--- src/rtl/fpu_pkg.sv ---
// Shared FPU datapath definitions: operator tags, compute-stage FSM states
// and the default operand widths used by the align/compute/normalise stages.
package fpu_pkg;

    localparam int FPU_MAN_W = 24;
    localparam int FPU_EXP_W = 8;

    typedef enum logic [1:0] {
        OP_ADD = 2'b00,
        OP_SUB = 2'b01,
        OP_MUL = 2'b10,
        OP_RSV = 2'b11
    } fpu_op_e;

    typedef enum logic [1:0] {
        IDLE = 2'b00,
        MUL  = 2'b01,
        DONE = 2'b10
    } fpu_state_e;

endpackage

--- src/rtl/fpu_shift_add_mul.sv ---
// Radix-2 shift-add mantissa multiplier: one multiplier bit per cycle, LSB
// first, MAN_W iterations after start. done flags the cycle of the last iteration.
module fpu_shift_add_mul #(
    parameter int MAN_W = 24
) (
    input  logic                 clk,
    input  logic                 rst_n,
    input  logic                 start,
    input  logic [MAN_W-1:0]     multiplicand,
    input  logic [MAN_W-1:0]     multiplier,
    output logic [2*MAN_W-1:0]   accumulator,
    output logic                 done
);

    localparam int CNT_W = (MAN_W > 1) ? $clog2(MAN_W) : 1;

    logic                 r_active;
    logic [CNT_W-1:0]     r_count;
    logic [2*MAN_W-1:0]   r_mcand;
    logic [MAN_W-1:0]     r_mplier;
    logic [2*MAN_W-1:0]   r_acc;

    // Multiplicand shifts left and multiplier shifts right, so bit 0 always
    // selects whether the current partial product is added.
    always_ff @(posedge clk or negedge rst_n) begin
        if (!rst_n) begin
            r_active <= 1'b0;
            r_count  <= '0;
            r_mcand  <= '0;
            r_mplier <= '0;
            r_acc    <= '0;
        end else if (start) begin
            r_active <= 1'b1;
            r_count  <= '0;
            r_mcand  <= {{MAN_W{1'b0}}, multiplicand};
            r_mplier <= multiplier;
            r_acc    <= '0;
        end else if (r_active) begin
            if (r_mplier[0]) begin
                r_acc <= r_acc + r_mcand;
            end
            r_mcand  <= r_mcand << 1;
            r_mplier <= r_mplier >> 1;
            r_count  <= r_count + CNT_W'(1);
            if (done) begin
                r_active <= 1'b0;
            end
        end
    end

    assign done        = r_active && (r_count == CNT_W'(MAN_W - 1));
    assign accumulator = r_acc;

endmodule

--- src/rtl/fpu_compute_seq.sv ---
// FPU compute stage: signed-magnitude ADD/SUB in a single cycle, iterative MUL,
// valid/ready on both sides with a single output register.
module fpu_compute_seq
    import fpu_pkg::*;
#(
    parameter int MAN_W = FPU_MAN_W,
    parameter int EXP_W = FPU_EXP_W
) (
    input  logic                 clk,
    input  logic                 rst_n,
    input  logic                 in_valid,
    output logic                 in_ready,
    input  logic                 in_sign_1,
    input  logic                 in_sign_2,
    input  logic [EXP_W-1:0]     in_exponent,
    input  logic [MAN_W-1:0]     in_mantissa_1,
    input  logic [MAN_W-1:0]     in_mantissa_2,
    input  logic [1:0]           in_operator,
    output logic                 out_valid,
    input  logic                 out_ready,
    output logic                 sign,
    output logic [EXP_W-1:0]     exponent,
    output logic [2*MAN_W-1:0]   mantissa,
    output logic [1:0]           operator,
    output logic                 busy
);

    fpu_state_e           r_state, w_next_state;
    logic                 w_in_ready, w_slot_free, w_mul_start, w_load_mul, w_load_arith;
    logic                 w_mul_done;
    logic [2*MAN_W-1:0]   w_acc;
    logic                 r_pend_sign;
    logic [EXP_W-1:0]     r_pend_exp;
    logic                 w_s2_eff, w_res_sign;
    logic [MAN_W:0]       w_mag;
    logic                 r_out_valid, r_sign;
    logic [EXP_W-1:0]     r_exponent;
    logic [2*MAN_W-1:0]   r_mantissa;
    logic [1:0]           r_operator;

    fpu_shift_add_mul #(.MAN_W(MAN_W)) u_mul (
        .clk          (clk),
        .rst_n        (rst_n),
        .start        (w_mul_start),
        .multiplicand (in_mantissa_1),
        .multiplier   (in_mantissa_2),
        .accumulator  (w_acc),
        .done         (w_mul_done)
    );

    assign w_slot_free = !r_out_valid || out_ready;

    always_ff @(posedge clk or negedge rst_n) begin
        if (!rst_n) r_state <= IDLE;
        else        r_state <= w_next_state;
    end

    always_comb begin
        w_next_state = r_state;
        w_in_ready   = 1'b0;
        w_mul_start  = 1'b0;
        w_load_mul   = 1'b0;
        case (r_state)
            IDLE: begin
                w_in_ready = rst_n && w_slot_free;
                if (in_valid && w_in_ready && in_operator == OP_MUL) begin
                    w_mul_start  = 1'b1;
                    w_next_state = MUL;
                end
            end
            MUL:  if (w_mul_done) w_next_state = DONE;
            DONE: begin
                if (w_slot_free) begin
                    w_load_mul   = 1'b1;
                    w_next_state = IDLE;
                end
            end
            default: w_next_state = IDLE;
        endcase
    end

    assign w_load_arith = in_valid && w_in_ready && (in_operator != OP_MUL);

    // Signed-magnitude add/sub: subtract the smaller magnitude from the larger
    // and take the sign of the larger; an exact zero is always positive.
    always_comb begin
        w_s2_eff   = in_sign_2 ^ (in_operator == OP_SUB);
        w_mag      = '0;
        w_res_sign = 1'b0;
        if (in_sign_1 == w_s2_eff) begin
            w_mag      = {1'b0, in_mantissa_1} + {1'b0, in_mantissa_2};
            w_res_sign = in_sign_1;
        end else if (in_mantissa_1 >= in_mantissa_2) begin
            w_mag      = {1'b0, in_mantissa_1 - in_mantissa_2};
            w_res_sign = in_sign_1;
        end else begin
            w_mag      = {1'b0, in_mantissa_2 - in_mantissa_1};
            w_res_sign = w_s2_eff;
        end
        if (w_mag == '0 || in_operator == OP_RSV || in_operator == OP_MUL) begin
            w_mag      = '0;
            w_res_sign = 1'b0;
        end
    end

    always_ff @(posedge clk or negedge rst_n) begin
        if (!rst_n) begin
            r_pend_sign <= 1'b0;
            r_pend_exp  <= '0;
        end else if (w_mul_start) begin
            r_pend_sign <= in_sign_1 ^ in_sign_2;
            r_pend_exp  <= in_exponent;
        end
    end

    // A new load takes priority over the drain so accept-and-drain can share an edge.
    always_ff @(posedge clk or negedge rst_n) begin
        if (!rst_n) begin
            r_out_valid <= 1'b0;
            r_sign      <= 1'b0;
            r_exponent  <= '0;
            r_mantissa  <= '0;
            r_operator  <= '0;
        end else if (w_load_arith) begin
            r_out_valid <= 1'b1;
            r_sign      <= w_res_sign;
            r_exponent  <= in_exponent;
            r_mantissa  <= {{(MAN_W-1){1'b0}}, w_mag};
            r_operator  <= in_operator;
        end else if (w_load_mul) begin
            r_out_valid <= 1'b1;
            r_sign      <= r_pend_sign;
            r_exponent  <= r_pend_exp;
            r_mantissa  <= w_acc;
            r_operator  <= OP_MUL;
        end else if (r_out_valid && out_ready) begin
            r_out_valid <= 1'b0;
        end
    end

    assign in_ready  = w_in_ready;
    assign out_valid = r_out_valid;
    assign sign      = r_sign;
    assign exponent  = r_exponent;
    assign mantissa  = r_mantissa;
    assign operator  = r_operator;
    assign busy      = (r_state != IDLE);

endmodule

--- config.mk ---
export PLATFORM = sky130hd
export DESIGN_NAME = fpu_compute_seq
export DESIGN_NICKNAME = d
export VERILOG_FILES = /design/src/rtl/fpu_pkg.sv /design/src/rtl/fpu_shift_add_mul.sv /design/src/rtl/fpu_compute_seq.sv
export SDC_FILE = /design/constraint.sdc
export NUM_CORES = 1
export LEC_CHECK = 0
export CAP_MARGIN = 20
export CORE_MARGIN = 10
export CORE_UTILIZATION = 40
export CTS_CLUSTER_DIAMETER = 30
export DETAILED_ROUTE_END_ITERATION = 10
export GPL_TIMING_DRIVEN = 0
export PLACE_DENSITY_LB_ADDON = 0.2
export SLEW_MARGIN = 0
export SYNTH_ARGS = -nofsm -noshare
export SYNTH_HDL_FRONTEND = slang
export SYNTH_SLANG_ARGS = --single-unit
--- constraint.sdc ---
create_clock -name clk -period 5.5 [get_ports clk]
set_input_delay 1.1 -clock clk [delete_from_list [all_inputs] [get_ports clk]]
set_output_delay 1.1 -clock clk [all_outputs]
set_load 0.01 [all_outputs]
==> impl_results.md, run 1 <==
* Hold Fails Final Rpt at 0
* Run status: finished, final reports clean
* Main synth FF type: dfrtp_1
* Final Setup Violations at 0
* Port bufs at 125
* Clock sink total at 197
* Most common cell after layout, fill and taps aside: nand2_1
* Slew Limit Fails at 0
* Fmax at 189 MHz
* Netlist cell types at 77
* Io pins at 126
* Combinational share of power at 49.8%
* Die H at 212 um
* Post-Syn Nets at 1,972
* Setup CP Type: input pin to register
* Vias in the first global route at 13,700
* Max Cap Viol at 0
* Worst Hold Slack at 482 ps
* Total CTS buffers at 17
* Largest net degree at the start of global routing at 104
* Worst Tran Pin Value at 1080 ps
* Iteration-0 DRC Markers at 1,174
* #FFs+latches synth at 197
* RSZ-0062 raised after global routing: no
* LEAKAGE at 8.05 nW
* Syn_area_per_cell at 8.29 um^2
* Ys Warns at 0
* H-tree Lvls at 4
* Hold Path Class: register to register
* # fillers at 3,630
* Reg power frac at 32.3%
* Max FO, Critical Path at 10
* Initial cell density of the core at 40.5%
* Required @ worst endpoint at 5840 ps
* Die width at 212 um
* Die Footprint at 45,100 um^2
* Worst-skew pair later-pin latency at 470 ps
* Total core area at 36,500 um^2
* Cell Area, Synth at 14,800 um^2
* Hold-fix buffers, CTS at 0
* GPL Wtd Cong at 0.962
* PwrDens at 444 nW/um^2
* Commonest cells after routing, fill and taps aside: nand2_1, dfrtp_1, o21ai_0
* Total track usage at 23.9%
* Worst Setup End Kind: register
* WL/cell at 22.6 um
* Seq/Total Area, Yosys at 33.3%
* Global route overflow at 0
* Post-DP HPWL at 42,600 um
* Async SR Flop Fraction at 100%
* DRT Pass-1 Iters at 5
* Synth top area share at 33.3%
* Synth-to-Final Area Change at 17.4%
* Antenna cells at 0
* Cell Rows at 70
* Drt total wl at 54,500 um
* CP Launch Type: input pin
* EDFF count, synth at 0
* Fin crit share at 96.4%
* Layout net count at 2,120
* Slew margin rel. at 26.3%
* Net Switching at 3.34 mW
* Total power at 7.70 mW
* First-pass GRT wire length at 83,200 um
* Crit path time final at 5300 ps
* Drt drc at 0
* CTS Buffer Depth at 2
* Initial antenna violation count at 1
* Max rail drop VDD at 0.293 mV
* DR vias at 14,200
* Layout cells sized above 1 at 4.22%
* Root Buffer: clkbuf_16
* Final ANT Viol Nets at 0
* Cell taking the most area after synthesis: dfrtp_1
* Clk_skew at 16.7 ps
* Internal power at 4.36 mW
* Clock share of power at 17.9%
* Sw Ratio at 43.4%
* Area contributors post-synth: dfrtp_1, ha_1, nand2_1, o21ai_0, mux2i_1
* CTS tree: yes
* Setup Buffers After CTS at 0
* Cells after Synth at 1,784
* Critical Path AT at 5640 ps
* Routed vias/inst at 5.90
* Clock transition at the registers of the reported paths at 80 ps
==> synthesized netlist by cell type (all sizes together), types with 5 or more instances <==
cell	count
ha	120
or4	7
nor3	33
a22oi	10
o21a	28
a221oi	5
xnor2	27
o21bai	13
a22o	5
nor4	14
nand2	251
nand2b	18
a32oi	5
o21ai	188
or3	12
clkbuf	70
a31oi	18
nand3	29
mux2i	81
nor2b	17
nand4	20
a211oi	12
inv	85
and4	9
o31ai	13
dfrtp	197
buf	23
o311ai	6
and2	8
a21boi	5
xor2	32
o31a	5
o211ai	11
or2	9
a21oi	143
nor2	126
a21o	46
a2111oi	11
and3	15
==> routing by layer <==
layer / part of all wire (%) / GRT usage [%] / vias up
met5: 0 / 0 / -
met1: 48 / 34.8 / 6991
li1: - / - / 6675
met3: 6.8 / 3.56 / 80
met2: 43 / 35.4 / 499
met4: 2.8 / 7.73 / 0
==> power by group through the flow <==
stage	clock network [mW]	logic, mW	registers, mW
after floorplan	0	2.49	2.40
final	1.38	3.83	2.49
after detailed placement	0	3.78	2.51
after global routing	1.45	4.24	2.55
after CTS	1.39	3.80	2.48
after global placement	0	3.71	2.49
==> cell families (layout without fill, tap and decap cells) <==
kind of cell / after synthesis / in the layout / share of synthesized area [%]
mux: 83 / 83 / 5.64
compound gates: 558 / 558 / 23.6
xor+xnor: 59 / 59 / 3.49
fa+ha+maj: 124 / 124 / 10.7
buf+inv: 178 / 339 / 4.75
flops: 197 / 197 / 33.3
simple gates: 585 / 585 / 18.4
==> worst paths after layout <==
kind | startpoint | to | slack (ps) | cells past startpoint
max reg2reg | u_mul.accumulator[3] | u_mul.accumulator[47] | 1210 | 12
max in group asynchronous | rst_n | mantissa[42] | 3780 | 2
min in group asynchronous | rst_n | u_mul.r_mplier[8] | 680 | 1
min | exponent[1] | exponent[1] | 480 | 2
max | in_mantissa_1[16] | sign | 200 | 16
min reg2reg | exponent[1] | exponent[1] | 480 | 2
==> flip-flops by register name (all words and copies together) (netlist names) <==
register / cells
u_mul.r_mcand: 48
r_pend_exp: 8
mantissa: 48
sign: 1
exponent: 8
r_state: 2
operator: 2
u_mul.r_mplier: 24
u_mul.r_active: 1
u_mul.accumulator: 48
out_valid: 1
u_mul.r_count: 5
r_pend_sign: 1
==> per-stage QoR <==
step | setup TNS (ps) | utilization, % | cell area, um^2 | setup slack (ps) | std cells
CTS | 0 | 47.4 | 17300 | 20.3 | 2413
finish | 0 | 47.5 | 17400 | 199 | 2413
floorplan | 0 | - | 14800 | 1440 | 1784
global placement | -2323050 | 45.5 | 16600 | -6920 | 2377
global route | 0 | 47.5 | 17400 | 38.5 | 2413
detailed placement | -2120 | 45.7 | 16700 | -680 | 2381
==> layout make-up <==
cell class | count | area (um^2) | share of cell area, %
inverter | 85 | 319 | 1.84
tap | 468 | 586 | 3.37
sequential | 197 | 4930 | 28.4
clock inverter | 12 | 156 | 0.901
clock buffer | 20 | 467 | 2.69
buffer | 92 | 382 | 2.20
multi-input combinational | 1409 | 9210 | 53.1
timing repair buffer | 130 | 1310 | 7.53
==> worst max-delay path, cell delays in order <==
cell	delay, ps
clkdlybuf4s50_1	680
inv_1	80
ha_1	310
buf_2	250
nand4_1	350
nor2_1	290
o21ai_1	180
a41oi_4	420
buf_2	370
nor3_1	90
o31a_1	310
xnor2_1	190
nor4b_2	370
nand4_1	170
nor4_1	380
nor2_1	70
==> timing repair <==
action                     in CTS  in global routing
resized for setup               3                 10
setup endpoints to repair       1                  1
cloned                          0                  0
Note: power is estimated with default switching activity, not from simulation.
==> run 2, diff against run 1 <==
--- a/config.mk
+++ b/config.mk
@@ -11,6 +11,7 @@
 export CTS_CLUSTER_DIAMETER = 30
 export DETAILED_ROUTE_END_ITERATION = 10
 export GPL_TIMING_DRIVEN = 0
+export MAX_ROUTING_LAYER = met4
 export PLACE_DENSITY_LB_ADDON = 0.2
 export SLEW_MARGIN = 0
 export SYNTH_ARGS = -nofsm -noshare
==> run 2 against run 1 <==
  * Final cell count unchanged
  * Clock power down 11%
  * Combinational power about the same
  * Largest power group unchanged
==> impl_results.md, run 2 (synthesis gave the netlist of run 1 again) <==
* Drt total wl at 53,400 um
* Io pins at 126
* Hold Fails Final Rpt at 0
* Worst Tran Pin Value at 1080 ps
* Clk_skew at 16.6 ps
* Setup TNS at 0 ps
* DR vias at 14,200
* Initial cell density of the core at 40.5%
* Clock sink total at 197
* Total CTS buffers at 17
* Iteration-0 DRC Markers at 1,261
* Port bufs at 125
* Layout cells sized above 1 at 3.91%
* Layout net count at 2,121
* Synth-to-Final Area Change at 16.7%
* Fmax at 188 MHz
* Slew Limit Fails at 0
* Critical Path AT at 5650 ps
* Run status: finished, final reports clean
* Final Setup Violations at 0
* Total track usage at 24.3%
* R2R depth at 12
* RSZ-0062 raised after global routing: no
* Worst Setup End Kind: register
* Max Cap Viol at 0
* WHS Path Cells at 2
* Post-DP HPWL at 42,400 um
* Max FO, Critical Path at 6
* Total core area at 36,500 um^2
* Final ANT Viol Nets at 0
* Crit path time final at 5310 ps
* CTS Buffer Depth at 2
* CP Launch Type: input pin
* Initial antenna violation count at 0
* Required @ worst endpoint at 5850 ps
* Die H at 212 um
* CTS tree: yes
* Worst-skew pair later-pin latency at 460 ps
* Final worst slack at 194 ps
* H-tree Lvls at 4
* Clock transition at the registers of the reported paths at 80 ps
* Commonest cells after routing, fill and taps aside: nand2_1, dfrtp_1, o21ai_0
* Drt drc at 0
* WL/cell at 22.1 um
* Die width at 212 um
* Hold Path Class: register to register
* Most common cell after layout, fill and taps aside: nand2_1
* PwrDens at 436 nW/um^2
* Setup CP Type: input pin to register
* Vias in the first global route at 13,700
* Global route overflow at 0
* Total power at 7.53 mW
* Fin crit share at 96.5%
* GPL Wtd Cong at 0.989
* Root Buffer: clkbuf_16
* Max rail drop VDD at 0.305 mV
* DRT Pass-1 Iters at 5
* Routed vias/inst at 5.87
* Antenna cells at 0
* LEAKAGE at 8.01 nW
* Slew margin rel. at 27.9%
* Die Footprint at 45,100 um^2
* Cell Rows at 70
* First-pass GRT wire length at 82,100 um
* Pre-CTS setup slack at -353 ps
* Largest net degree at the start of global routing at 81
* Worst Hold Slack at 475 ps
* Util after Layout at 47.3%
-- run 2: cell count changes in the layout (fill, tap and decap cells not counted), sizes merged --
cell | before | now
clkinv | 2 | 6
inv | 91 | 90
clkbuf | 89 | 88
bufinv | 2 | 0
-- run 2: layout make-up --
cell class	count	area [um^2]
Fill cell	3642	19300
Multi-Input combinational cell	1409	9160
Sequential cell	197	4930
Timing Repair Buffer	131	1340
Tap cell	468	586
Clock buffer	18	429
Buffer	92	382
Inverter	85	319
Clock inverter	13	119
-- run 2: what timing repair did --
action	CTS	global route
hold buffers	0	0
endpoints found under the setup margin	0	1
gates resized for setup	0	6
buffers inserted	0	0
-- run 2: critical path, cell delays in order --
cell,delay (ps)
clkdlybuf4s50_1,720
inv_1,150
ha_1,370
nor2b_1,160
o21ai_0,340
nand3_1,440
o311ai_0,910
a211oi_1,140
o21ai_0,200
nand4_1,240
nor4_2,390
nand4_1,140
nor4_1,270
nor2_1,60
-- run 2: worst paths after layout --
path	slack [ps]	endpoint	from
worst max-delay path	190	sign	in_mantissa_1[1]
worst min-delay path	470	exponent[2]	exponent[2]
worst max register to register	1410	u_mul.accumulator[47]	u_mul.accumulator[3]
worst min register to register	470	exponent[2]	exponent[2]
max in group asynchronous	3840	r_pend_exp[4]	rst_n
min in group asynchronous	510	u_mul.r_mplier[9]	rst_n
-- run 2: through the flow --
step,area (um^2),std cells
after floorplan,14800,1784
after global placement,16600,2377
after detailed placement,16700,2381
after CTS,17200,2412
after global routing,17300,2413
final,17300,2413
-- run 2: power by group --
part           switching (mW)  total [mW]  internal, mW
registers               0.471        2.48          2.01
clock network           0.638        1.23         0.593
logic                    2.19        3.81          1.62
total                    3.30        7.53          4.22
-- run 2: layer usage --
metal	track usage, %	up-vias	part of all wire (%)
met3	4.24	85	6.8
met4	8.57	0	3.1
met5	-	-	0
met2	34.5	480	42
met1	34.0	6904	48
li1	-	6687	-
